<file path="config.mk">
export PLATFORM = sky130hd
export DESIGN_NAME = spi_xfer_ctrl
export DESIGN_NICKNAME = d
export VERILOG_FILES = /design/src/rtl/spi_xfer_ctrl.sv
export SDC_FILE = /design/constraint.sdc
export NUM_CORES = 1
export LEC_CHECK = 0
export CORE_MARGIN = 3
export CORE_UTILIZATION = 47
export DETAILED_ROUTE_END_ITERATION = 6
export GPL_ROUTABILITY_DRIVEN = 0
export GPL_TIMING_DRIVEN = 0
export HOLD_SLACK_MARGIN = 0.03
export MAX_ROUTING_LAYER = met4
export PLACE_DENSITY = 0.77
export SLEW_MARGIN = 10
export SYNTH_ARGS = -nofsm -noshare
export SYNTH_HDL_FRONTEND = slang
export SYNTH_SLANG_ARGS = --single-unit
</file>
<file path="constraint.sdc">
create_clock -name sys_clk -period 1.8 [get_ports sys_clk]
set_clock_uncertainty 0.1 [all_clocks]
set_input_delay 0.54 -clock sys_clk [delete_from_list [all_inputs] [get_ports sys_clk]]
set_output_delay 0.54 -clock sys_clk [all_outputs]
set_load 0.005 [all_outputs]
</file>
<file path="src/rtl/spi_xfer_ctrl.sv">
// spi_xfer_ctrl: frame sequencer for the SPI master datapath.
// Loads one frame, drops CS, enables the clock generator through TIP,
// shifts MOSI / samples MISO on the generator's strobes, then holds CS low
// for a fixed number of cycles before releasing it and pulsing done.
module spi_xfer_ctrl #(
  parameter int DATA_WIDTH   = 8,
  parameter int SETUP_CYCLES = 2,
  parameter int HOLD_CYCLES  = 2
) (
  input  logic                  sys_clk,
  input  logic                  rst,
  input  logic                  start,
  input  logic [DATA_WIDTH-1:0] tx_data,
  input  logic                  CPHA,
  input  logic                  shift,
  input  logic                  sample,
  input  logic                  miso,
  output logic                  TIP,
  output logic                  CS,
  output logic                  mosi,
  output logic [DATA_WIDTH-1:0] rx_data,
  output logic                  busy,
  output logic                  done
);

  localparam int BCW      = $clog2(DATA_WIDTH + 1);
  localparam int WAIT_MAX = (SETUP_CYCLES > HOLD_CYCLES) ? SETUP_CYCLES : HOLD_CYCLES;
  localparam int WCW      = $clog2(WAIT_MAX + 1);

  localparam logic [BCW-1:0] LAST_BIT   = BCW'(DATA_WIDTH - 1);
  localparam logic [BCW-1:0] ALL_BITS   = BCW'(DATA_WIDTH);
  localparam logic [WCW-1:0] SETUP_LAST = WCW'(SETUP_CYCLES - 1);
  localparam logic [WCW-1:0] HOLD_LAST  = WCW'(HOLD_CYCLES - 1);

  typedef enum logic [1:0] {
    IDLE,
    SETUP,
    XFER,
    HOLD
  } state_t;

  state_t                  state;
  logic [DATA_WIDTH-1:0]   tx_sr;
  logic [DATA_WIDTH-1:0]   rx_sr;
  logic [BCW-1:0]          bit_cnt;
  logic [WCW-1:0]          wait_cnt;

  // Clock phase only changes edge order inside the clock generator; the
  // shift/sample rules here are identical for both modes.
  logic unused_cpha;
  assign unused_cpha = CPHA;

  // The transmit register's MSB is the line; it moves only on load, shift or reset.
  assign mosi = tx_sr[DATA_WIDTH-1];

  // Frame sequencer: state, counters, shift registers and all registered outputs.
  always_ff @(posedge sys_clk) begin
    // NOTE: every register here uses non-blocking assignment so all updates
    // see the pre-edge values, exactly like the flops they become.
    if (rst) begin
      state    <= IDLE;
      tx_sr    <= '0;
      rx_sr    <= '0;
      bit_cnt  <= '0;
      wait_cnt <= '0;
      TIP      <= 1'b0;
      CS       <= 1'b1;
      rx_data  <= '0;
      busy     <= 1'b0;
      done     <= 1'b0;
    end else begin
      done <= 1'b0;
      unique case (state)
        IDLE: begin
          if (start) begin
            tx_sr    <= tx_data;
            rx_sr    <= '0;
            bit_cnt  <= '0;
            wait_cnt <= '0;
            CS       <= 1'b0;
            busy     <= 1'b1;
            state    <= SETUP;
          end
        end
        SETUP: begin
          if (wait_cnt == SETUP_LAST) begin
            TIP   <= 1'b1;
            state <= XFER;
          end else begin
            wait_cnt <= wait_cnt + 1'b1;
          end
        end
        XFER: begin
          if (bit_cnt == ALL_BITS) begin
            // Last bit was sampled on the previous edge; strobes now ignored.
            TIP      <= 1'b0;
            wait_cnt <= '0;
            state    <= HOLD;
          end else begin
            if (sample) begin
              rx_sr   <= {rx_sr[DATA_WIDTH-2:0], miso};
              bit_cnt <= bit_cnt + 1'b1;
            end
            // A shift before the first sample is the CPHA=1 leading edge (MSB
            // already on the line); a shift alongside the final sample is dropped.
            if (shift && (bit_cnt != '0) && !(sample && (bit_cnt == LAST_BIT))) begin
              tx_sr <= {tx_sr[DATA_WIDTH-2:0], 1'b0};
            end
          end
        end
        HOLD: begin
          if (wait_cnt == HOLD_LAST) begin
            CS      <= 1'b1;
            done    <= 1'b1;
            rx_data <= rx_sr;
            busy    <= 1'b0;
            state   <= IDLE;
          end else begin
            wait_cnt <= wait_cnt + 1'b1;
          end
        end
        default: state <= IDLE;
      endcase
    end
  end

endmodule

</file>
# --- After elaboration in Yosys (flattened, before gate mapping) ---
# Index checks and enable logic that the tools add are counted.
op_classes:
  addsub: 2
  eq_ne: 14
  mux: 30
  bitwise: 1
  n_reduce_logical: 18
ops:
  columns: ["op", "count"]
  rows:
  - ["$mux W8", 6]
  - ["$pmux W8 S2", 2]
  - ["$ne A2 B2 Y1 const B", 8]
  - ["$mux W2", 7]
  - ["$mux W4", 3]
  - ["$reduce_and A4 Y1", 3]
  - ["$reduce_and A3 Y1", 3]
  - ["$pmux W2 S4", 1]
  - ["$pmux W4 S2", 1]
  - ["$mux W1", 6]
  - ["$pmux W1 S2", 3]
  - ["$pmux W2 S3", 1]
  - ["$reduce_bool A2 Y1", 3]
  - ["$add A4 B1 Y4 const B", 1]
  - ["$eq A2 B1 Y1 const B", 2]
  - ["$eq A2 B2 Y1 const B", 2]
  - ["$eq A4 B3 Y1 const B", 1]
  - ["$eq A4 B4 Y1 const B", 1]
  - ["$reduce_bool A4 Y1", 1]
  - ["$reduce_or A2 Y1", 2]
  - ["$logic_and A1 B1 Y1", 3]
  - ["$add A2 B1 Y2 const B", 1]
  - ["$logic_not A2 Y1", 1]
  - ["$reduce_and A2 Y1", 1]
  - ["other kinds (2)", 2]
totals:
  ff_bits: 36
  inputBits: 15
  out_inout_bits: 13
  wordCells: 75

# --- Longest topological paths before layout ---
# Gate-level depths: netlist of run 1.
depth:
  ltp_word: 7
  depth_mapped: 9
  mapped_depth_nobuf: 6

# --- Worst setup path after synthesis of run 1 ---
# OpenSTA, ideal clock, no wires.
synth_path:
  kind: "register -> register"
  start: "register state[0]"
  end: "register bit_cnt[2]"
  setup_time_ps: 116
  arrival_time_ps: 1638
  required_time_ps: 1584
  slack_ps: -53
  stages_incl_launch_ff: 9
  path_buffers: 3
  synth_period_minus_slack_ps: 1853
  path_cell_list: "dfxtp_1 -> inv_1 -> ha_1 -> buf_6 -> mux2_4 -> and3_1 -> buf_6 -> buf_6 -> a31o_1"
synth_between:
  elab_chain_len: 3
  word_cells_on_any_way: 8
  classes_between: "eq/ne (4); mux (1); reduce/logical (3)"
synth_lines:
  columns: ["element", "line_no", "text"]
  rows:
  - ["from (decl)", "42", "state_t state;"]
  - ["from (signal assigned)", "61", "state <= IDLE;"]
  - ["from (signal assigned)", "82", "state <= SETUP;"]
  - ["from (signal assigned)", "88", "state <= XFER;"]
  - ["$eq A2 B2 Y1 / $logic_not A2 Y1 (equally long branches)", "73", "unique case (state)"]
  - ["$ne A2 B2 Y1 (no source line) / $reduce_bool A2 Y1 (equally long branches)", null, null]
  - ["$reduce_and A4 Y1 (no source line)", null, null]
  - ["to (signal assigned)", "102", "bit_cnt <= bit_cnt + 1'b1;"]
  - ["to (decl)", "45", "logic [BCW-1:0] bit_cnt;"]
# Several ways; a longest one is shown, not always the timed one.
# A chain may end at the register's enable or synchronous reset.

# --- Worst setup path in the final report of run 1 ---
# Same ends and word-level chain as after synthesis.

==> run summary, run 1 <==
Critical Path AT: 1.85 ns
f_max: 567 MHz
peak supply drop: 645 uV
Wirelength per Cell: 14.5 um
Cells after Synth: 199
CP max-delay cell: dfxtp_2
synthesized flop and latch total: 36
Die W: 66.6 um
routed via count: 1,543
Clock Tree Buf Depth: 2
CP delay by family, top: buffers and inverters
CTS tree: done
largest net degree at the start of global routing: 12
number of global-route vias before repair: 1,383
Pwr Total: 3.34 mW
leading post-synthesis cells by cell area: dfxtp_1, a21oi_1, nand3_1
library cells used by synthesis: 32
share of cells above drive strength 1: 0.207
die height: 66.6 um
status: completed
Seq/Total Area, Yosys: 0.417
Net Count, Synth: 221
synth warn: 0
WP buf/inv: 3
max_cap viols: 0
internal reg-to-reg setup slack: 0.04 ns
DIE AREA: 4440 um2
Overflow after GRT: 0
fill cell count: 277
Post-synth EDFFs: 0
Detailed Place HPWL: 2690 um
Hold Fails Final Rpt: 0
initial core utilization: 0.502
Layout Utilization: 0.664
NumNets Final: 262
period utilization: 0.979
routed wire length: 4160 um
Top Ports: 28
GR Util All Layers: 0.192
Post-Syn Area per Cell: 8.68 um2
placed cell area: 2040 um2
Ant. Diodes: 0
Worst Path Max Fanout: 7
DRT Pass-1 Iters: 4
antenna violations before repair: 0
Rows: 21
CTS sink count: 36
Synth area leader: dfxtp_1
H-Tree Depth: 2
crit path cell chain: inv_2, ha_4, mux2_4, and3_4, buf_6, buf_6, a31o_1
TNS Setup: 0 ns
Iter 0 DRT Violations: 115
most used cells in the layout excluding fill and tap cells: dfxtp_1, a21oi_1, nand2_1, nand3_1, clkdlybuf4s50_1
startpoint types: flip-flop
fin cells: 287
worst hold path class: flip-flop to flip-flop
Relative slew margins: 0.617
CORE AREA: 3440 um2
Area Growth Syn to Fin: 32.4%
crit path time final: 1.76 ns
Power Density: 1460 nW/um2
Leak Pwr: 0.884 nW
Largest stage delay, worst path: 0.33 ns
fin area: 2290 um2
first-pass GRT wire length: 6340 um
vias per cell: 5.38
Clk pin slew, worst setup/hold paths: 0.07 ns
final-report setup violation count: 0
CTS Buf Count: 5
area of the mapped netlist: 1730 um2
# DRC: 0
fin. max-slew vios: 0
Crit path top cell by count: buf_6
Root Driver: clkbuf_8
CP Capture Type: flip-flop
Setup CP Type: flip-flop to flip-flop
Yosys top cell area share: 0.417
Worst Max-Slew Pin Slew: 0.575 ns
fraction of registers with async set/reset: 0
hold_buf cts: 0
Top FF cell, synth: dfxtp_1
PortBufs: 25
DP Cell Count: 270
Worst Path Required: 1.88 ns
worst-skew pair later-pin latency: 0.29 ns
post-route ant nets: 0
[state kept, by name, indices dropped and copies added (netlist names)]
signal / cells
rx_sr: 8
rx_data: 8
state: 2
done: 1
wait_cnt: 2
CS: 1
bit_cnt: 4
busy: 1
tx_sr: 8
TIP: 1
[worst min-delay path, delay by kind of cell (launching register included)]
kind | cells | cell delay, ns
AO/OA/AOI/OAI | 1 | 0.05
flip-flops | 1 | 0.31
AND/OR/NAND/NOR | 1 | 0.05
[worst paths after layout]
check / startpoint / endpoint / cells after the start
max: state[0] / bit_cnt[2] / 7
min: rx_data[5] / rx_data[5] / 2
max reg2reg: state[0] / bit_cnt[2] / 7
min reg2reg: rx_data[5] / rx_data[5] / 2
[through the flow]
step                hold WS, ns  setup slack [ns]
floorplan                 0.332            0.0169
global placement          0.343            -0.443
detailed placement        0.348            -0.476
CTS                       0.358          0.000169
global route              0.379           -0.0338
finish                    0.355            0.0369
[cell type report]
cell class	instances	area (um2)	share of cell area
Tap cell	46	57.6	0.0252
Clock buffer	7	86.3	0.0377
Buffer	12	80.1	0.0350
Sequential cell	36	731	0.319
Inverter	9	33.8	0.0148
Timing Repair Buffer	36	347	0.152
Multi-Input combinational cell	140	945	0.413
Clock inverter	1	7.51	0.00328
[power by group]
group          internal, mW  total, mW  leakage (nW)  switching [mW]
clock                 0.311      0.599        0.0445           0.288
combinational         0.841       1.72         0.544           0.881
sequential            0.936       1.02         0.295          0.0841
[Yosys cell counts, types with 3 or more instances]
library cell,n
a21oi_1,30
a311oi_1,7
buf_6,5
clkbuf_1,6
dfxtp_1,36
ha_1,7
inv_1,9
mux2i_1,9
nand2_1,25
nand3_1,20
nor2_1,10
nor2b_1,4
nor3_1,3
o21ai_0,4
[repair_timing]
item                                    CTS  global route
pin swaps                                 5             3
resized for setup                        16            16
endpoints found under the setup margin   22            26
buffers inserted                          4             5
gates cloned                              2             0
[layer usage]
metal / vias to the layer above / track usage / wire length [um]
met5: - / - / 0
met4: 0 / 0.0685 / 55
met3: 7 / 0.0405 / 244
met2: 45 / 0.311 / 1920
met1: 711 / 0.236 / 1950
li1: 780 / - / -
[cell families after synthesis]
logic type                 synth area share
adders and majority gates            0.0507
DFF                                   0.417
muxes                                0.0608
buffers and inverters                0.0731
AOI/OAI and AO/OA                     0.203
and+or+nand+nor                       0.196
No activity file was read; power rests on OpenSTA's default activity.
==> inputs of run 2 (changes only) <==
--- a/config.mk
+++ b/config.mk
@@ -13,7 +13,7 @@
 export HOLD_SLACK_MARGIN = 0.03
 export MAX_ROUTING_LAYER = met4
 export PLACE_DENSITY = 0.77
-export SLEW_MARGIN = 10
+export SLEW_MARGIN = 20
 export SYNTH_ARGS = -nofsm -noshare
 export SYNTH_HDL_FRONTEND = slang
 export SYNTH_SLANG_ARGS = --single-unit
==> results of run 2 <==
Same layout as run 1: the final DEF is identical, and so are final timing and power.
